<file path="config.mk">
export PLATFORM = sky130hd
export DESIGN_NAME = binary_to_bcd_seq_flat
export DESIGN_NICKNAME = d
export VERILOG_FILES = /design/src/rtl/binary_to_bcd_seq_pkg.sv /design/src/rtl/binary_to_bcd_seq_if.sv /design/src/rtl/binary_to_bcd_seq_digit_adj.sv /design/src/rtl/binary_to_bcd_seq.sv /design/src/flat_wrapper.sv
export SDC_FILE = /design/constraint.sdc
export NUM_CORES = 1
export LEC_CHECK = 0
export ABC_AREA = 1
export CAP_MARGIN = 30
export CORE_ASPECT_RATIO = 0.5
export CORE_MARGIN = 2
export CORE_UTILIZATION = 50
export CTS_BUF_LIST = sky130_fd_sc_hd__clkbuf_16
export DETAILED_ROUTE_END_ITERATION = 10
export PLACE_DENSITY = 0.84
export SLEW_MARGIN = 20
export SYNTH_ARGS = -nofsm -noshare
export SYNTH_HDL_FRONTEND = slang
export SYNTH_HIERARCHICAL = 1
export SYNTH_SLANG_ARGS = --single-unit
</file>
<file path="constraint.sdc">
create_clock -name clk -period 1.9 [get_ports clk]
set_input_delay 0.38 -clock clk [delete_from_list [all_inputs] [get_ports clk]]
set_output_delay 0.38 -clock clk [all_outputs]
set_load 0.01 [all_outputs]
</file>
<file path="src/rtl/binary_to_bcd_seq_pkg.sv">
// ============================================================================
// bcd_pkg : shared types and constants for the sequential binary-to-BCD converter
// Revision 1.0
// ============================================================================
`default_nettype none

package bcd_pkg;

  typedef enum logic [1:0] {
    IDLE  = 2'd0,
    SHIFT = 2'd1,
    DONE  = 2'd2
  } bcd_state_e;

  localparam int         BCD_DIGIT_W = 4;
  localparam logic [3:0] ADJ_THRESH  = 4'd5;
  localparam logic [3:0] ADJ_ADD     = 4'd3;
  localparam logic [3:0] BCD_NINE    = 4'h9;

  // Bit counter must be able to hold the value BIN_W itself.
  function automatic int cnt_w(input int bin_w);
    return $clog2(bin_w + 1);
  endfunction

endpackage

`default_nettype wire

</file>
<file path="src/rtl/binary_to_bcd_seq_if.sv">
// ============================================================================
// binary_to_bcd_seq_if : input and output handshakes of the BCD converter
// Revision 1.0
// ============================================================================
`default_nettype none

interface binary_to_bcd_seq_if #(
  parameter int BIN_W  = 10,
  parameter int DIGITS = 4
);
  logic                  in_valid;
  logic                  in_ready;
  logic [BIN_W-1:0]      bin_in;
  logic                  out_valid;
  logic                  out_ready;
  logic [4*DIGITS-1:0]   bcd_out;
  logic                  overflow;
  logic [DIGITS-1:0]     lead_blank;
  logic                  busy;

  modport slave (
    input  in_valid, bin_in, out_ready,
    output in_ready, out_valid, bcd_out, overflow, lead_blank, busy
  );

  modport master (
    output in_valid, bin_in, out_ready,
    input  in_ready, out_valid, bcd_out, overflow, lead_blank, busy
  );
endinterface

`default_nettype wire

</file>
<file path="src/rtl/binary_to_bcd_seq_digit_adj.sv">
// ============================================================================
// bcd_digit_adj : one BCD digit "add 3 if >= 5" correction (4-bit modular)
// Revision 1.0
// ============================================================================
`default_nettype none

module bcd_digit_adj
  import bcd_pkg::*;
(
  input  logic [3:0] digit_i,
  output logic [3:0] digit_o
);

  assign digit_o = (digit_i >= ADJ_THRESH) ? (digit_i + ADJ_ADD) : digit_i;

endmodule

`default_nettype wire

</file>
<file path="src/rtl/binary_to_bcd_seq.sv">
// ============================================================================
// binary_to_bcd_seq : shift-and-add-3 converter, one bit per clock, with
// overflow saturation and leading-zero blanking. Revision 1.0
// ============================================================================
`default_nettype none

module binary_to_bcd_seq
  import bcd_pkg::*;
#(
  parameter int BIN_W  = 10,
  parameter int DIGITS = 4
) (
  input  logic                 clk,
  input  logic                 reset,
  binary_to_bcd_seq_if.slave   bus
);

  localparam int CW = cnt_w(BIN_W);
  localparam int BW = BCD_DIGIT_W * DIGITS;

  if (BIN_W < 1 || BIN_W > 32) begin : g_bad_bin_w
    $error("binary_to_bcd_seq: BIN_W must be in 1..32");
  end
  if (DIGITS < 1 || DIGITS > 10) begin : g_bad_digits
    $error("binary_to_bcd_seq: DIGITS must be in 1..10");
  end

  bcd_state_e          state_q, state_d;
  logic [BIN_W-1:0]    bin_q, bin_d;
  logic [BW-1:0]       bcd_q, bcd_d;
  logic [CW-1:0]       cnt_q, cnt_d;
  logic                ovf_q, ovf_d;
  logic [BW-1:0]       out_bcd_q, out_bcd_d;
  logic                out_ovf_q, out_ovf_d;
  logic [DIGITS-1:0]   blank_q, blank_d;

  logic [BW-1:0]       adj_w;
  logic [BW+BIN_W:0]   cat_w;
  logic                ovf_fin_w;
  logic [BW-1:0]       sat_w;
  logic [DIGITS-1:0]   blank_w;

  for (genvar d = 0; d < DIGITS; d++) begin : g_adj
    bcd_digit_adj u_adj (
      .digit_i (bcd_q[4*d +: 4]),
      .digit_o (adj_w[4*d +: 4])
    );
  end

  // {carry, bcd, bin} after one left shift; the carry is the overflow bit.
  assign cat_w     = {adj_w, bin_q, 1'b0};
  assign ovf_fin_w = ovf_q | cat_w[BW+BIN_W];
  assign sat_w     = ovf_fin_w ? {DIGITS{BCD_NINE}} : cat_w[BW+BIN_W-1:BIN_W];

  always_comb begin : blank_calc
    logic all_zero;
    all_zero = 1'b1;
    blank_w  = '0;
    for (int d = DIGITS - 1; d >= 0; d--) begin
      all_zero   = all_zero & (sat_w[4*d +: 4] == 4'd0);
      blank_w[d] = all_zero;
    end
    blank_w[0] = 1'b0;
  end

  always_comb begin
    state_d   = state_q;
    bin_d     = bin_q;
    bcd_d     = bcd_q;
    cnt_d     = cnt_q;
    ovf_d     = ovf_q;
    out_bcd_d = out_bcd_q;
    out_ovf_d = out_ovf_q;
    blank_d   = blank_q;
    case (state_q)
      IDLE: begin
        if (bus.in_valid) begin
          bin_d   = bus.bin_in;
          bcd_d   = '0;
          ovf_d   = 1'b0;
          cnt_d   = CW'(BIN_W);
          state_d = SHIFT;
        end
      end
      SHIFT: begin
        bin_d = cat_w[BIN_W-1:0];
        bcd_d = cat_w[BW+BIN_W-1:BIN_W];
        ovf_d = ovf_fin_w;
        cnt_d = cnt_q - CW'(1);
        if (cnt_q == CW'(1)) begin
          out_bcd_d = sat_w;
          out_ovf_d = ovf_fin_w;
          blank_d   = blank_w;
          state_d   = DONE;
        end
      end
      DONE: begin
        if (bus.out_ready) begin
          state_d = IDLE;
        end
      end
      default: state_d = IDLE;
    endcase
  end

  always_ff @(posedge clk or posedge reset) begin
    if (reset) begin
      state_q   <= IDLE;
      bin_q     <= '0;
      bcd_q     <= '0;
      cnt_q     <= '0;
      ovf_q     <= 1'b0;
      out_bcd_q <= '0;
      out_ovf_q <= 1'b0;
      blank_q   <= '0;
    end else begin
      state_q   <= state_d;
      bin_q     <= bin_d;
      bcd_q     <= bcd_d;
      cnt_q     <= cnt_d;
      ovf_q     <= ovf_d;
      out_bcd_q <= out_bcd_d;
      out_ovf_q <= out_ovf_d;
      blank_q   <= blank_d;
    end
  end

  assign bus.in_ready   = (state_q == IDLE);
  assign bus.busy       = (state_q == SHIFT);
  assign bus.out_valid  = (state_q == DONE);
  assign bus.bcd_out    = out_bcd_q;
  assign bus.overflow   = out_ovf_q;
  assign bus.lead_blank = blank_q;

endmodule

`default_nettype wire

</file>
<file path="src/flat_wrapper.sv">
// flat-port wrapper written by rule: the top's interface ports become plain ports
module binary_to_bcd_seq_flat import bcd_pkg::*;
#(
  parameter int BIN_W  = 10,
  parameter int DIGITS = 4
)
  (clk, reset, bus_in_valid, bus_bin_in, bus_out_ready, bus_in_ready, bus_out_valid, bus_bcd_out, bus_overflow, bus_lead_blank, bus_busy);
  binary_to_bcd_seq_if #(.BIN_W(BIN_W), .DIGITS(DIGITS)) bus_i ();
  input  logic clk;
  input  logic reset;
  input wire logic [$bits(bus_i.in_valid)-1:0] bus_in_valid;
  input wire logic [$bits(bus_i.bin_in)-1:0] bus_bin_in;
  input wire logic [$bits(bus_i.out_ready)-1:0] bus_out_ready;
  output wire logic [$bits(bus_i.in_ready)-1:0] bus_in_ready;
  output wire logic [$bits(bus_i.out_valid)-1:0] bus_out_valid;
  output wire logic [$bits(bus_i.bcd_out)-1:0] bus_bcd_out;
  output wire logic [$bits(bus_i.overflow)-1:0] bus_overflow;
  output wire logic [$bits(bus_i.lead_blank)-1:0] bus_lead_blank;
  output wire logic [$bits(bus_i.busy)-1:0] bus_busy;
  assign bus_i.in_valid = bus_in_valid;
  assign bus_i.bin_in = bus_bin_in;
  assign bus_i.out_ready = bus_out_ready;
  assign bus_in_ready = bus_i.in_ready;
  assign bus_out_valid = bus_i.out_valid;
  assign bus_bcd_out = bus_i.bcd_out;
  assign bus_overflow = bus_i.overflow;
  assign bus_lead_blank = bus_i.lead_blank;
  assign bus_busy = bus_i.busy;
  binary_to_bcd_seq #(.BIN_W(BIN_W), .DIGITS(DIGITS)) u_core (.clk(clk), .reset(reset), .bus(bus_i));
endmodule
</file>
==> results of run 1 <==
## cell families (layout without fill, tap and decap cells)
group,Yosys count,in the layout
flip-flops,53,53
other,1,1
buffers and inverters,52,98
adder cells (fa/ha/maj),10,10
AND/OR/NAND/NOR,156,156
AO/OA/AOI/OAI,58,58
## flip-flops by register name, indices dropped and copies added (netlist names)
register               count
u_core/state_q             2
u_core/bus.overflow        1
u_core/bus.bcd_out        16
u_core/bcd_q              16
u_core/cnt_q               4
u_core/bin_q              10
u_core/ovf_q               1
u_core/bus.lead_blank      3
## power by group through the flow
stage | Sequential, µW | Clock (µW) | Combinational [µW]
2_1_floorplan | 1940 | 0 | 1850
3_3_place_gp | 1930 | 0 | 2620
3_5_place_dp | 1960 | 0 | 2750
4_1_cts | 1950 | 907 | 2780
5_1_grt | 2030 | 951 | 3200
6_report | 1950 | 887 | 2860
## cell usage after synthesis, types with 4 or more instances
master and number:
buf_4 4, o21ai_1 8, o21ai_0 28, nor2_1 32, a21oi_2 4, a31oi_1 4
a21oi_1 5, nand3_1 18, nor2_4 8, dfrtp_1 53, nand2_2 5, nand2_1 90
ha_1 10, o21ai_2 4, inv_2 6, inv_1 36, buf_2 4
## critical path, stage by stage (launching register included)
cell	delay, ns
dfrtp_1	0.43
ha_1	0.22
nand2_1	0.09
nand2_2	0.08
nor2_4	0.17
a21oi_2	0.06
nor2_2	0.14
buf_4	0.19
nand3_1	0.09
nor2_1	0.15
nand3_1	0.09
nand2_1	0.06
## path summary, 6_finish.rpt
check | end | cells after the start | slack (ns) | startpoint
min in group clk | u_core/bus.lead_blank[3] | 2 | 0.49 | u_core/bus.lead_blank[3]
worst min-delay path | u_core/bin_q[0] | 2 | 0.32 | reset
worst min register to register | u_core/bus.lead_blank[3] | 2 | 0.49 | u_core/bus.lead_blank[3]
max in group asynchronous | u_core/bcd_q[0] | 3 | 1.14 | reset
worst max register to register | u_core/bus.lead_blank[1] | 11 | 0.07 | u_core/bcd_q[12]
worst max-delay path | u_core/bus.lead_blank[1] | 11 | 0.07 | u_core/bcd_q[12]
## per-stage QoR
step	TNS [ns]	setup slack (ns)	instances	utilization, %
detailed placement	0	0.1180	435	62.96
CTS	0	0.02045	443	65.90
global route	-0.1668	-0.05671	446	66.54
global placement	0	0.2077	435	62.96
floorplan	0	0.2338	330	-
finish	0	0.06897	446	66.54
## area by class of cell
cell class              instances  area, µm²
clock buffers                   5      125.1
clock inverters                 3      18.77
fillers                       386       1695
inverters                      42      157.7
multi-input cells             225       1179
flip-flops and latches         53       1326
well taps                      70      87.58
repair buffers                 48      478.0
## routing by layer
layer	up-vias	wire, µm	share of wire [%]	global-route usage (%)
met1	1136	2630	43	28.13
met4	0	66	1.1	7.509
met3	8	362	5.9	4.801
li1	1129	-	-	-
met2	74	3126	51	37.83
met5	-	0	0	0
## what timing repair did
item,in CTS,in global routing
setup endpoints to repair,1,16
pin swaps,0,3
setup buffers,0,3
resized for setup,2,6
gates cloned,0,0
==> results.toml, run 1 <==
[pwr]
powerDensity_mw_per_mm2 = 1692
combPwrFrac_pct = 50.2
leakage_uw = 0.001560
p_switching_uw = 2471
p_int_uw = 3233
pwr-share-seq_pct = 34.3
power_uw = 5704
ir_worst_vdd_mv = 0.7508
pwr-share-clk_pct = 15.5
swShare_pct = 43.32

[clock_tree]
cts_tree = "yes"
htreeDepth = 2
cts_sinks = 53
clockBufferDepth = 2
clk_latency_ns = 0.29
cts_root_buf = "clkbuf_16"
path_clk_slew_ns = 0.07
ctsHoldBuffers = 0
numCtsBuffers = 5

[setup_path]
cp.arrival_ns = 2.07
worstSetupEndpointType = "flip-flop"
critPathKind = "flip-flop to flip-flop"
cp-start-kind = "flip-flop"
crit_required_ns = 2.14
crit_fanout = 9

[grt]
grt_remaining_overflow = 0
grt_pass1_vias = 2325
track_usage_pct = 22.20
grt_pass1_wl_mm = 10.59
antenna_found_initial = 0
grt_max_degree = 34

[cells_and_area]
nNetsFinal = 399
final_area_mm2 = 0.003372
areaGrowthSynthToFinish_pct = 24.19
layout-drive-gt1-share_pct = 14.63
layout_commonest_cell = "nand2_1"
antenna_cells = 0
layout_common_cells = "nand2_1 (90), dfrtp_1 (53), clkdlybuf4s50_1 (35), inv_1 (33), nor2_1 (29)"

[synth]
synthSimpleGateAreaFrac_pct = 25.71
synth_top_area_share_pct = 48.85
synth_cells = 330
synth-main-ff-cell = "dfrtp_1"
synth_area_mm2 = 0.002715
synth_fa_ha_area_share_pct = 4.608
synth_cell_type_count = 28
synth-seq-area-share_pct = 48.85
synth_area_per_cell_um2 = 8.228
synth_warnings = 6
synth_compound_gate_area_share_pct = 12.49
ys_seq_elements = 53
synth_xor_area_share_pct = 0
yosysTopAreaCell = "dfrtp_1"
async_reset_ff_share_pct = 100.0
synth_nets = 354
yosys-mux-area-fraction_pct = 0
synth_edf_count = 0
synth_area_leaders = "dfrtp_1 (49%), nand2_1 (12%), o21ai_0 (5.2%)"
synth_top_family_by_area = "simple AND/OR/NAND/NOR gates"

[run_status]
status = "finished, final reports clean"

[place]
gp_congestion = 0.8079
portBuffers = 36
place_area_mm2 = 0.003191
dp_hpwl_mm = 4.446

[timing]
clock_skew_ns = 0.007294
finalHoldWorstSlack_ns = 0.3171
finalHoldViolations = 0
period_share_pct = 96.37
fin_crit_ns = 1.831
max_freq_ghz = 0.5461
finalSetupViolCount = 0
finalMaxSlewViolations = 0

[die]
placement_rows = 18
die_x_um = 108.2
ios = 38
die_area_mm2 = 0.006071
core_mm2 = 0.005067
start_util_pct = 53.58
fp.dieH_um = 56.11

[routing]
wirelength_mm = 6.185
drt_iter0_drc = 138
antenna_left = 0
drc = 0
vias = 2347
via_per_inst = 5.262
first_pass_iters = 5
wire_per_inst_um = 13.87

[min_path]
hold_path_class = "primary input to asynchronous set/reset pin"

[flow_run]
drv_cap = 0
Note: power is estimated with default switching activity, not from simulation.
==> inputs of run 2 (changes only) <==
- SLEW_MARGIN: 20 -> unset
==> results of run 2 <==
Same layout as run 1: the final DEF is identical, and so are final timing and power.
